## src/rtl/segment_receiver_pkg.sv

```systemverilog
`default_nettype none
// ------------------------------------------------------------------
// segment_receiver_pkg : FSM states and 7-segment code table | Rev 1.0
// ------------------------------------------------------------------
package segment_receiver_pkg;

    localparam int CODE_W = 7;

    typedef enum logic [2:0] {
        IDLE   = 3'd0,
        START  = 3'd1,
        DATA   = 3'd2,
        STOP   = 3'd3,
        DECODE = 3'd4
    } state_t;

    // Active-low segment patterns {g,f,e,d,c,b,a}, indexed by digit value
    localparam logic [CODE_W-1:0] SEG_TABLE [16] = '{
        7'b1000000, 7'b1111001, 7'b0100100, 7'b0110000,
        7'b0011001, 7'b0010010, 7'b0000010, 7'b1111000,
        7'b0000000, 7'b0010000, 7'b0001000, 7'b0000011,
        7'b1000110, 7'b0100001, 7'b0000110, 7'b0001110
    };

endpackage : segment_receiver_pkg
`default_nettype wire

```

## src/rtl/segment_receiver_seg_decode.sv

```systemverilog
`default_nettype none
// ------------------------------------------------------------------
// seg_decode : 7-segment code to hex digit lookup with hit flag | Rev 1.0
// ------------------------------------------------------------------
module seg_decode
    import segment_receiver_pkg::*;
(
    input  logic [CODE_W-1:0] code_i,
    output logic [3:0]        digit_o,
    output logic              hit_o
);

    // Table entries are unique, so at most one iteration matches
    always_comb begin
        digit_o = 4'd0;
        hit_o   = 1'b0;
        for (int i = 0; i < 16; i++) begin
            if (code_i == SEG_TABLE[i]) begin
                digit_o = 4'(i);
                hit_o   = 1'b1;
            end
        end
    end

endmodule : seg_decode
`default_nettype wire

```

## src/rtl/segment_receiver.sv

```systemverilog
`default_nettype none
// ------------------------------------------------------------------
// segment_receiver : serial 7-segment code receiver and decoder | Rev 1.0
// ------------------------------------------------------------------
module segment_receiver
    import segment_receiver_pkg::*;
#(
    parameter int BIT_CYCLES = 4
)(
    input  logic       clock,
    input  logic       reset_n,
    input  logic       rx,
    output logic [3:0] number,
    output logic       valid,
    output logic       code_error,
    output logic       frame_error,
    output logic [7:0] error_count
);

    localparam int               CNT_W     = $clog2(BIT_CYCLES);
    localparam logic [CNT_W-1:0] HALF_LAST = CNT_W'(BIT_CYCLES / 2 - 1);
    localparam logic [CNT_W-1:0] BIT_LAST  = CNT_W'(BIT_CYCLES - 1);

    logic              rx_meta_q, rx_sync_q;
    state_t            state_q, state_d;
    logic [CNT_W-1:0]  cnt_q, cnt_d;
    logic [2:0]        bit_q, bit_d;
    logic [CODE_W-1:0] shift_q, shift_d;
    logic [3:0]        number_q, number_d;
    logic              valid_q, valid_d;
    logic              cerr_q, cerr_d;
    logic              ferr_q, ferr_d;
    logic [7:0]        errcnt_q, errcnt_d;
    logic [3:0]        dec_digit;
    logic              dec_hit;

    seg_decode u_seg_decode (
        .code_i  (shift_q),
        .digit_o (dec_digit),
        .hit_o   (dec_hit)
    );

    // Synchroniser resets to the idle level so a released reset never looks like a start edge
    always_ff @(posedge clock or negedge reset_n) begin
        if (!reset_n) begin
            rx_meta_q <= 1'b1;
            rx_sync_q <= 1'b1;
        end else begin
            rx_meta_q <= rx;
            rx_sync_q <= rx_meta_q;
        end
    end

    always_ff @(posedge clock or negedge reset_n) begin
        if (!reset_n) begin
            state_q  <= IDLE;
            cnt_q    <= '0;
            bit_q    <= 3'd0;
            shift_q  <= '0;
            number_q <= 4'd0;
            valid_q  <= 1'b0;
            cerr_q   <= 1'b0;
            ferr_q   <= 1'b0;
            errcnt_q <= 8'd0;
        end else begin
            state_q  <= state_d;
            cnt_q    <= cnt_d;
            bit_q    <= bit_d;
            shift_q  <= shift_d;
            number_q <= number_d;
            valid_q  <= valid_d;
            cerr_q   <= cerr_d;
            ferr_q   <= ferr_d;
            errcnt_q <= errcnt_d;
        end
    end

    always_comb begin
        state_d  = state_q;
        cnt_d    = cnt_q;
        bit_d    = bit_q;
        shift_d  = shift_q;
        number_d = number_q;
        valid_d  = 1'b0;
        cerr_d   = 1'b0;
        ferr_d   = 1'b0;
        errcnt_d = errcnt_q;

        case (state_q)
            IDLE: begin
                cnt_d = '0;
                if (!rx_sync_q) begin
                    state_d = START;
                end
            end
            START: begin
                if (cnt_q == HALF_LAST) begin
                    cnt_d   = '0;
                    bit_d   = 3'd0;
                    state_d = rx_sync_q ? IDLE : DATA;
                end else begin
                    cnt_d = cnt_q + 1'b1;
                end
            end
            DATA: begin
                if (cnt_q == BIT_LAST) begin
                    cnt_d   = '0;
                    shift_d = {shift_q[CODE_W-2:0], rx_sync_q};
                    if (bit_q == 3'd6) begin
                        state_d = STOP;
                    end else begin
                        bit_d = bit_q + 3'd1;
                    end
                end else begin
                    cnt_d = cnt_q + 1'b1;
                end
            end
            STOP: begin
                // Result pulses are registered here so they appear during DECODE
                if (cnt_q == BIT_LAST) begin
                    cnt_d = '0;
                    if (rx_sync_q) begin
                        state_d = DECODE;
                        if (dec_hit) begin
                            number_d = dec_digit;
                            valid_d  = 1'b1;
                        end else begin
                            cerr_d = 1'b1;
                        end
                    end else begin
                        state_d = IDLE;
                        ferr_d  = 1'b1;
                    end
                end else begin
                    cnt_d = cnt_q + 1'b1;
                end
            end
            DECODE: begin
                state_d = IDLE;
            end
            default: begin
                state_d = IDLE;
            end
        endcase

        if ((cerr_d || ferr_d) && (errcnt_q != 8'hFF)) begin
            errcnt_d = errcnt_q + 8'd1;
        end
    end

    assign number      = number_q;
    assign valid       = valid_q;
    assign code_error  = cerr_q;
    assign frame_error = ferr_q;
    assign error_count = errcnt_q;

endmodule : segment_receiver
`default_nettype wire

```

## config.mk

```make
export PLATFORM = sky130hd
export DESIGN_NAME = segment_receiver
export DESIGN_NICKNAME = d
export VERILOG_FILES = /design/src/rtl/segment_receiver_pkg.sv /design/src/rtl/segment_receiver_seg_decode.sv /design/src/rtl/segment_receiver.sv
export SDC_FILE = /design/constraint.sdc
export NUM_CORES = 1
export LEC_CHECK = 0
export ABC_CLOCK_PERIOD_IN_PS = 3670
export CAP_MARGIN = 0
export CORE_UTILIZATION = 50
export CTS_CLUSTER_DIAMETER = 30
export DETAILED_ROUTE_END_ITERATION = 8
export MAX_ROUTING_LAYER = met4
export PLACE_DENSITY = 0.73
export SYNTH_ARGS = -nofsm -noshare
export SYNTH_HDL_FRONTEND = slang
export SYNTH_SLANG_ARGS = --single-unit
```

## constraint.sdc

```tcl
create_clock -name clock -period 3.67 [get_ports clock]
set_clock_uncertainty 0.05 [all_clocks]
set_input_delay 0.5505 -clock clock [delete_from_list [all_inputs] [get_ports clock]]
set_output_delay 0.5505 -clock clock [all_outputs]
set_load 0.01 [all_outputs]
```

==> impl_results.md, run 1 <==
- Period minus WS final: 2.99 ns
- Tcrit/Tclk final: 0.815
- Total negative slack: 0 ns
- Leakage: 0.950 nW
- Max IR drop VDD: 0.000308 V
- Hold Crit Start: rx_meta_q
- Crit. End Element: flip-flop
- Max Freq: 0.334 GHz
- CP Data Required Time: 3.79 ns
- H-tree levels: 2
- Hold_ws: 0.309 ns
- Outcome: finished clean
- Total Wirelength: 3720 um
- Area delta synth->final: 12.6%
- DRC Markers: 0
- Total core area: 0.00347 mm2
- Vias in the first global route: 1434
- Worst reg2reg endpoint: error_count[1]
- Sequential share of the synthesized area: 0.425
- Drt wl/cell: 14.7 um
- Largest net degree at the start of global routing: 33
- Final setup viols: 0
- CP max FO: 18
- Initial Utilization: 0.545
- Num rows: 21
- Reg2reg start: shift_q[0]
- Final Hold Viols: 0
- Number of inserted diodes: 0
- Final nets: 215
- EDFF count, synth: 0
- Total CTS buffers: 5
- Global-route usage over all layers: 0.210
- Classification of the worst-slack hold path: flip-flop to flip-flop
- Die Span Y: 63.5 um
- Power density of the placed cells: 638 mW/mm2
- Crit start category: flip-flop
- Worst slew margin: 0.682
- Unrepaired setup endpoints after global routing: no
- CTS root buf: clkbuf_8
- Clock transition at path regs: 0.07 ns
- Final WS setup: 0.677 ns
- Die ar.: 0.00403 mm2
- Post-synthesis cell type count: 53
- Hold EP: rx_sync_q
- Hold_buf cts: 0
- Most frequent cells in the layout: 30 x dfrtp_1, 21 x nor2_1, 20 x nand2_1, 17 x clkdlybuf4s50_1, 13 x a21oi_1
- Ys async rst share: 1.00
- Grt total ovfl: 0
- Ys flop type: dfrtp_1
- Horiz. Die Dim: 63.5 um
- Global routing usage on met3: 0.0471
- Starting DRT DRC Count: 176
- Boundary Pins: 18
- R2r setup slk: 0.68 ns
- Post-cts resize count: 0
- Max Buffers Root-to-Sink: 2
- Met2 GRT Util: 0.338
- Power Total: 1.36 mW
- CTS tree: built
- CP Class: flip-flop to flip-flop
- Syn. warnings: 0
- Top Usage Layer GRT: met2
- Setup Buffers After CTS: 0
- Post-synthesis register bit count: 32
- Worst slack, placed: 0.705 ns
- Most common cell after layout, fill and taps aside: dfrtp_1
- Final ANT Viol Nets: 0
- Pin slew with the least headroom to its limit: 0.477 ns
- Share of cells above drive strength 1: 0.116
- Hpwl dp: 2660 um
- Worst EP arrival: 3.11 ns
- Vias: 1462
- Synthesized area: 0.00189 mm2
- First-pass GRT wire length: 6390 um
- Clock tree sinks: 32
- PortBufs: 17
- Antenna violations before repair: 0
- Final slew viol count: 0
- Final Wtd Congestion: 0.821
- DR pass1 iterations: 4
- Syn Nets: 205
- Fillers: 285
- Max-Cap Viols: 0
- Global Route met1 Usage: 0.247
- Synthesized area per cell: 9.64 um2
- Synth Instances: 196
- Via/cell ratio: 5.78
- Hold-critical path depth: 0
- R2R cell count: 6
- Clk Latency, worst-skew pair: 0.28 ns
-- synth_stat cells, types with 2 or more instances --
library cell   n  share of area
mux2_2         6          0.036
or3_1          2         0.0066
clkbuf_1       6          0.012
a31oi_1        2         0.0066
and3_1         2         0.0066
o32ai_1        2         0.0093
nand3b_1       2         0.0079
buf_6          3          0.018
or4_1          2         0.0079
mux2_4         3          0.024
nand2b_1       4          0.013
dfstp_2        2          0.028
xor2_1         3          0.014
dfrtp_1       30           0.40
ha_1           6          0.040
nor3_1         2         0.0053
o21ai_0        8          0.021
a21oi_1       13          0.034
nand4_1        4          0.013
nor2_1        21          0.042
mux2_1         4          0.024
mux2i_1        3          0.016
or2_2          2         0.0066
nand3_1        6          0.016
inv_1          8          0.016
nand2_1       20          0.040
buf_2          4          0.011
-- how the worst max path moves through the flow --
stage / from / to / slack [ns] / cells past startpoint
floorplan: shift_q[5] / error_count[1] / 1.08 / 8
CTS: shift_q[0] / error_count[1] / 0.70 / 6
global route: shift_q[0] / error_count[1] / 0.53 / 6
finish: shift_q[0] / error_count[1] / 0.68 / 6
global placement: shift_q[0] / error_count[1] / 0.82 / 6
detailed placement: shift_q[0] / error_count[1] / 0.70 / 6
-- cell type report --
type | instances | area [um2] | area share
Timing Repair Buffer | 18 | 178 | 0.0835
Inverter | 8 | 30.0 | 0.0141
Clock buffer | 8 | 90.1 | 0.0424
Multi-Input combinational cell | 141 | 968 | 0.455
Sequential cell | 32 | 803 | 0.378
Tap cell | 46 | 57.6 | 0.0271
-- metrics by stage --
stage / utilization / instance area, um2 / cells
after floorplan: - / 1890 / 196
after global placement: 0.587 / 2040 / 245
after detailed placement: 0.587 / 2040 / 245
after CTS: 0.613 / 2130 / 253
after global routing: 0.613 / 2130 / 253
final: 0.613 / 2130 / 253
-- state kept, by name, indices dropped and copies added, names as in the netlist --
register and cells:
bit_q 3, cnt_q 2, code_error 1, error_count 8
frame_error 1, number 4, rx_meta_q 1, rx_sync_q 1
shift_q 7, state_q 3, valid 1
-- cell families (layout without fill, tap and decap cells) --
| group | count (synthesis) | count (layout) | share of synthesized area |
|---|---|---|---|
| flip-flops | 32 | 32 | 0.425 |
| AND/OR/NAND/NOR | 76 | 76 | 0.207 |
| buffers and inverters | 23 | 34 | 0.0623 |
| adder cells (fa/ha/maj) | 7 | 7 | 0.0450 |
| AO/OA/AOI/OAI | 38 | 38 | 0.143 |
| multiplexers | 16 | 16 | 0.0993 |
| XOR/XNOR | 4 | 4 | 0.0185 |
-- where the power goes --
group / switching [mW] / internal [mW]
combinational: 0.261 / 0.252
clock: 0.125 / 0.153
sequential: 0.136 / 0.430
total: 0.522 / 0.834
-- routing by layer --
layer  share of wire  up-vias
li1                -      711
met1            0.44      704
met2            0.50       39
met3           0.038        8
met4           0.016        0
met5               0        -
-- worst max-delay path: stages, from the launching register on --
cell	delay, ns
dfrtp_1	0.64
nor2_1	0.13
and3_1	0.24
a311o_1	0.34
or4_1	0.76
a211oi_2	0.36
mux2_1	0.34
(Power assumes the default switching activity.)
==> inputs of run 2 (changes only) <==
- ABC_CLOCK_PERIOD_IN_PS: 3670 -> 3100
- clock period: 3.67 -> 3.1 ns (I/O delays scaled with it)
==> run 2 against run 1 <==
Against the previous run:
- die area unchanged
- hold slack got worse by 0.0033 ns
- wire length increased by 1.1%
- via count increased by 3.0%
- critical path type unchanged
- largest cell class unchanged
==> impl_results.md, run 2 (synthesis gave the netlist of run 1 again) <==
- Outcome: finished clean (unchanged)
- Grt total ovfl: 0 (unchanged)
- Final Hold Viols: 0 (unchanged)
- Boundary Pins: 18 (unchanged)
- Num rows: 21 (unchanged)
- Initial Utilization: 0.545 (unchanged)
- Tcrit/Tclk final: 0.936 (was 0.815)
- Max incr delay on CP: 0.76 ns (about the same)
- Most common cell after layout, fill and taps aside: dfrtp_1 (unchanged)
- CP Class: flip-flop to flip-flop (unchanged)
- Most frequent cells in the layout: 29 x dfrtp_1, 21 x nor2_1, 20 x nand2_1, 17 x clkdlybuf4s50_1, 13 x a21oi_1 (was 30 x dfrtp_1, 21 x nor2_1, 20 x nand2_1, 17 x clkdlybuf4s50_1, 13 x a21oi_1)
- Final Wtd Congestion: 0.824 (was 0.821)
- Worst slew margin: 0.721 (was 0.682)
- Clk Latency, worst-skew pair: 0.29 ns (was 0.28 ns)
- Final nets: 215 (unchanged)
- PortBufs: 17 (unchanged)
- Largest net degree at the start of global routing: 33 (unchanged)
- Pin slew with the least headroom to its limit: 0.408 ns (was 0.477 ns)
- Final setup viols: 0 (unchanged)
- CP Data Required Time: 3.22 ns (was 3.79 ns)
- Clock tree sinks: 32 (unchanged)
- Worst EP arrival: 3.03 ns (was 3.11 ns)
- Period minus WS final: 2.90 ns (was 2.99 ns)
- Share of cells above drive strength 1: 0.121 (was 0.116)
- Area delta synth->final: 12.6% (about the same)
- Unrepaired setup endpoints after global routing: no (unchanged)
- Post-cts resize count: 0 (unchanged)
- Final ANT Viol Nets: 0 (unchanged)
- Final WS setup: 0.197 ns (was 0.677 ns)
- Worst slack, placed: 0.147 ns (was 0.705 ns)
- Hpwl dp: 2680 um (was 2660 um)
- Number of inserted diodes: 0 (unchanged)
- Total negative slack: 0 ns (unchanged)
- Total CTS buffers: 5 (unchanged)
- Horiz. Die Dim: 63.5 um (unchanged)
- Classification of the worst-slack hold path: flip-flop to flip-flop (unchanged)
- H-tree levels: 2 (unchanged)
- Critical path, cell by cell: or4bb_1, a31oi_1, a311o_1, or4_1, a211oi_2, mux2_1 (was nor2_1, and3_1, a311o_1, or4_1, a211oi_2, mux2_1)
- Max reg flops: 8 (unchanged)
- Power density of the placed cells: 756 mW/mm2 (was 638 mW/mm2)
- CTS tree: built (unchanged)
- Die Span Y: 63.5 um (unchanged)
- Die ar.: 0.00403 mm2 (unchanged)
- DR pass1 iterations: 4 (unchanged)
- Starting DRT DRC Count: 198 (was 176)
- Setup Buffers After CTS: 0 (unchanged)
- DRC Markers: 0 (unchanged)
- Global-route usage over all layers: 0.208 (was 0.210)
- Total core area: 0.00347 mm2 (unchanged)
- Drt wl/cell: 14.9 um (was 14.7 um)
- Via/cell ratio: 5.95 (was 5.78)
- Crit start category: flip-flop (unchanged)
- CP max-delay cell: or4_1 (unchanged)
- Max Freq: 0.344 GHz (was 0.334 GHz)
- Final slew viol count: 0 (unchanged)
- CP max FO: 14 (was 18)
- Leakage: 0.949 nW (was 0.950 nW)
- Antenna violations before repair: 0 (unchanged)
- Total Wirelength: 3770 um (was 3720 um)
- Max IR drop VDD: 0.000375 V (was 0.000308 V)
- Max-Cap Viols: 0 (unchanged)
- Crit. End Element: flip-flop (unchanged)
- Vias: 1506 (was 1462)
- First-pass GRT wire length: 6320 um (was 6390 um)
- Vias in the first global route: 1422 (was 1434)
- Max Buffers Root-to-Sink: 2 (unchanged)
- Clock transition at path regs: 0.07 ns (about the same)
- CTS root buf: clkbuf_8 (unchanged)
- Hold_buf cts: 0 (unchanged)
==> run 2: power by group <==
part,internal [mW],switching [mW],total [mW]
combinational,0.298,0.308,0.606
sequential,0.511,0.162,0.672
clock,0.181,0.150,0.330
==> run 2: through the flow <==
stage          utilization  area, um2  power [mW]  cells  hold slack [ns]
3_5_place_dp         0.587       2040        1.28    245            0.301
5_1_grt              0.614       2130        1.71    253            0.314
4_1_cts              0.613       2130        1.61    253            0.310
6_report             0.614       2130        1.61    253            0.306
2_1_floorplan            -       1890        1.14    196            0.119
3_3_place_gp         0.587       2040        1.23    245            0.299
==> run 2: metal layers <==
metal | part of all wire | track usage | vias up
met3 | 0.048 | 0.0435 | 10
met2 | 0.48 | 0.339 | 57
met4 | 0.023 | 0.105 | 0
met1 | 0.44 | 0.241 | 732
met5 | 0 | - | -
li1 | - | - | 707
==> run 2: final cells by class <==
type | instances | area [um2]
fillers | 308 | 1340
multi-input cells | 141 | 968
flip-flops and latches | 32 | 805
repair buffers | 18 | 178
clock buffers | 8 | 90.1
well taps | 46 | 57.6
inverters | 8 | 30.0
==> run 2: critical path, delay by kind of cell (launching register included) <==
| kind | cells | cell delay [ns] |
|---|---|---|
| simple gates | 2 | 0.96 |
| compound gates | 3 | 0.83 |
| flops | 1 | 0.60 |
| mux | 1 | 0.35 |
==> run 2: worst paths after layout <==
check	start	to	slack, ns	cells after the start
setup reg to reg	shift_q[2]	error_count[1]	0.20	6
setup / recovery	shift_q[2]	error_count[1]	0.20	6
hold reg to reg	rx_meta_q	rx_sync_q	0.31	0
hold / removal	rx_meta_q	rx_sync_q	0.31	0
min in group asynchronous	reset_n	error_count[3]	0.52	2
max in group asynchronous	reset_n	shift_q[0]	2.15	2
==> inputs of run 3 (changes only) <==
- CORE_UTILIZATION: 50 -> 30
- PLACE_DENSITY: 0.73 -> 0.49
==> run 3 against run 2 <==
Against the previous run:
- wire length is 5.9% lower
- critical endpoint unchanged
- final area is 3.4% higher
- highest routed layer unchanged
- first-iteration DRC count is 53% lower
==> impl_results.md, run 3 (synthesis gave the netlist of run 1 again) <==
- Final WS setup: 0.230 ns (was 0.197 ns)
- PortBufs: 17 (unchanged)
- Clock tree sinks: 32 (unchanged)
- CTS root buf: clkbuf_8 (unchanged)
- Die Span Y: 81.4 um (was 63.5 um)
- Reg2reg start: shift_q[5] (was shift_q[2])
- Tcrit/Tclk final: 0.926 (was 0.936)
- Final ANT Viol Nets: 0 (unchanged)
- Post-cts resize count: 0 (unchanged)
- Classification of the worst-slack hold path: flip-flop to flip-flop (unchanged)
- Num rows: 28 (was 21)
- Clk Latency, worst-skew pair: 0.28 ns (was 0.29 ns)
- Critical Path Start: shift_q[5] (was shift_q[2])
- Final nets: 220 (was 215)
- Final slew viol count: 0 (unchanged)
- Unrepaired setup endpoints after global routing: no (unchanged)
- Total Wirelength: 3540 um (was 3770 um)
- Largest net degree at the start of global routing: 33 (unchanged)
- CP Class: flip-flop to flip-flop (unchanged)
- Boundary Pins: 18 (unchanged)
- Setup Buffers After CTS: 0 (unchanged)
- H-tree levels: 2 (unchanged)
- CTS tree: built (unchanged)
- First-pass GRT wire length: 6340 um (was 6320 um)
- Period minus WS final: 2.87 ns (was 2.90 ns)
- Most frequent cells in the layout: 30 x dfrtp_1, 21 x nor2_1, 20 x nand2_1, 17 x clkdlybuf4s50_1, 13 x a21oi_1 (was 29 x dfrtp_1, 21 x nor2_1, 20 x nand2_1, 17 x clkdlybuf4s50_1, 13 x a21oi_1)
- Area of the multi-input gates: 968 um2 (unchanged)
- Power Total: 1.61 mW (about the same)
- Total core area: 0.00599 mm2 (was 0.00347 mm2)
- Hold_buf cts: 0 (unchanged)
- CP Data Required Time: 3.22 ns (about the same)
- Outcome: finished clean (unchanged)
- Final Cell Area: 0.00220 mm2 (was 0.00213 mm2)
- Power density of the placed cells: 731 mW/mm2 (was 756 mW/mm2)
- Crit start category: flip-flop (unchanged)
- Die ar.: 0.00662 mm2 (was 0.00403 mm2)
- Max Freq: 0.348 GHz (was 0.344 GHz)
- Worst slack, placed: 0.223 ns (was 0.147 ns)
- R2R cell count: 6 (unchanged)
- Global-route usage over all layers: 0.129 (was 0.208)
- Max Buffers Root-to-Sink: 2 (unchanged)
- Max IR drop VDD: 0.000267 V (was 0.000375 V)
- Final Hold Viols: 0 (unchanged)
- CP max FO: 12 (was 14)
- Sequential cell area: 803 um2 (was 805 um2)
- Hold Crit Start: rx_meta_q (unchanged)
- Finished Layout Cells: 287 (was 253)
- Vias in the first global route: 1328 (was 1422)
- Share of cells above drive strength 1: 0.137 (was 0.121)
- Grt total ovfl: 0 (unchanged)
- Clock transition at path regs: 0.07 ns (about the same)
- DR pass1 iterations: 4 (unchanged)
- Fillers: 600 (was 308)
- Final Wtd Congestion: 0.887 (was 0.824)
- Leakage: 0.977 nW (was 0.949 nW)
- Vias: 1419 (was 1506)
- Hpwl dp: 2510 um (was 2680 um)
- Placed Cells: 279 (was 245)
- Most common cell after layout, fill and taps aside: dfrtp_1 (unchanged)
- Placed inst area: 0.00211 mm2 (was 0.00204 mm2)
- Total negative slack: 0 ns (unchanged)
- Final setup viols: 0 (unchanged)
- Max reg flops: 8 (unchanged)
- Antenna violations before repair: 0 (unchanged)
- Number of inserted diodes: 0 (unchanged)
- Starting DRT DRC Count: 93 (was 198)
- Max-Cap Viols: 0 (unchanged)
- Worst slew margin: 0.711 (was 0.721)
- Horiz. Die Dim: 81.4 um (was 63.5 um)
- Drt wl/cell: 12.3 um (was 14.9 um)
- Total CTS buffers: 5 (unchanged)
- Pin slew with the least headroom to its limit: 0.433 ns (was 0.408 ns)
- Crit. End Element: flip-flop (unchanged)
- DRC Markers: 0 (unchanged)
- Worst EP arrival: 2.99 ns (was 3.03 ns)
- Hold-critical path depth: 0 (unchanged)
- Initial Utilization: 0.315 (was 0.545)
- Via/cell ratio: 4.94 (was 5.95)
- Area delta synth->final: 16.5% (was 12.6%)
run 3: changes by cell type in the layout (fill, tap and decap cells not counted), sizes merged:
cell,change
buf,+5
run 3: stage by stage:
| stage | util | hold slack, ns |
|---|---|---|
| 2_1_floorplan | - | 0.119 |
| 3_3_place_gp | 0.352 | 0.296 |
| 3_5_place_dp | 0.352 | 0.300 |
| 4_1_cts | 0.367 | 0.310 |
| 5_1_grt | 0.367 | 0.320 |
| 6_report | 0.367 | 0.308 |
run 3: path summary, 6_finish.rpt:
| check | endpoint | slack [ns] |
|---|---|---|
| max in group asynchronous | rx_sync_q | 2.13 |
| min reg2reg | rx_sync_q | 0.31 |
| max reg2reg | error_count[1] | 0.23 |
| min in group asynchronous | bit_q[1] | 0.54 |
| min | rx_sync_q | 0.31 |
| max | error_count[1] | 0.23 |
run 3: per-layer routing:
| metal | vias to the layer above | global-route usage | part of all wire |
|---|---|---|---|
| li1 | 719 | - | - |
| met1 | 669 | 0.172 | 0.51 |
| met2 | 27 | 0.187 | 0.44 |
| met3 | 4 | 0.0303 | 0.033 |
| met4 | 0 | 0.0482 | 0.013 |
| met5 | - | - | 0 |
run 3: worst max-delay path, cell delays in order (launching register included):
cell,delay [ns]
dfrtp_1,0.54
nor2_1,0.13
and3_1,0.23
a311o_1,0.34
or4_1,0.76
a211oi_2,0.37
mux2_1,0.34
run 3: cell type report:
type                       count  share of cell area
sequential                    32               0.365
inverter                       8              0.0136
tap                           75              0.0426
clock buffer                   8              0.0409
multi-input combinational    141               0.440
timing repair buffer          23              0.0978
run 3: where the power goes:
group	internal [mW]	switching (mW)	leakage, nW
sequential	0.510	0.128	0.425
clock	0.181	0.149	0.0455
combinational	0.316	0.324	0.506
total	1.01	0.601	0.977
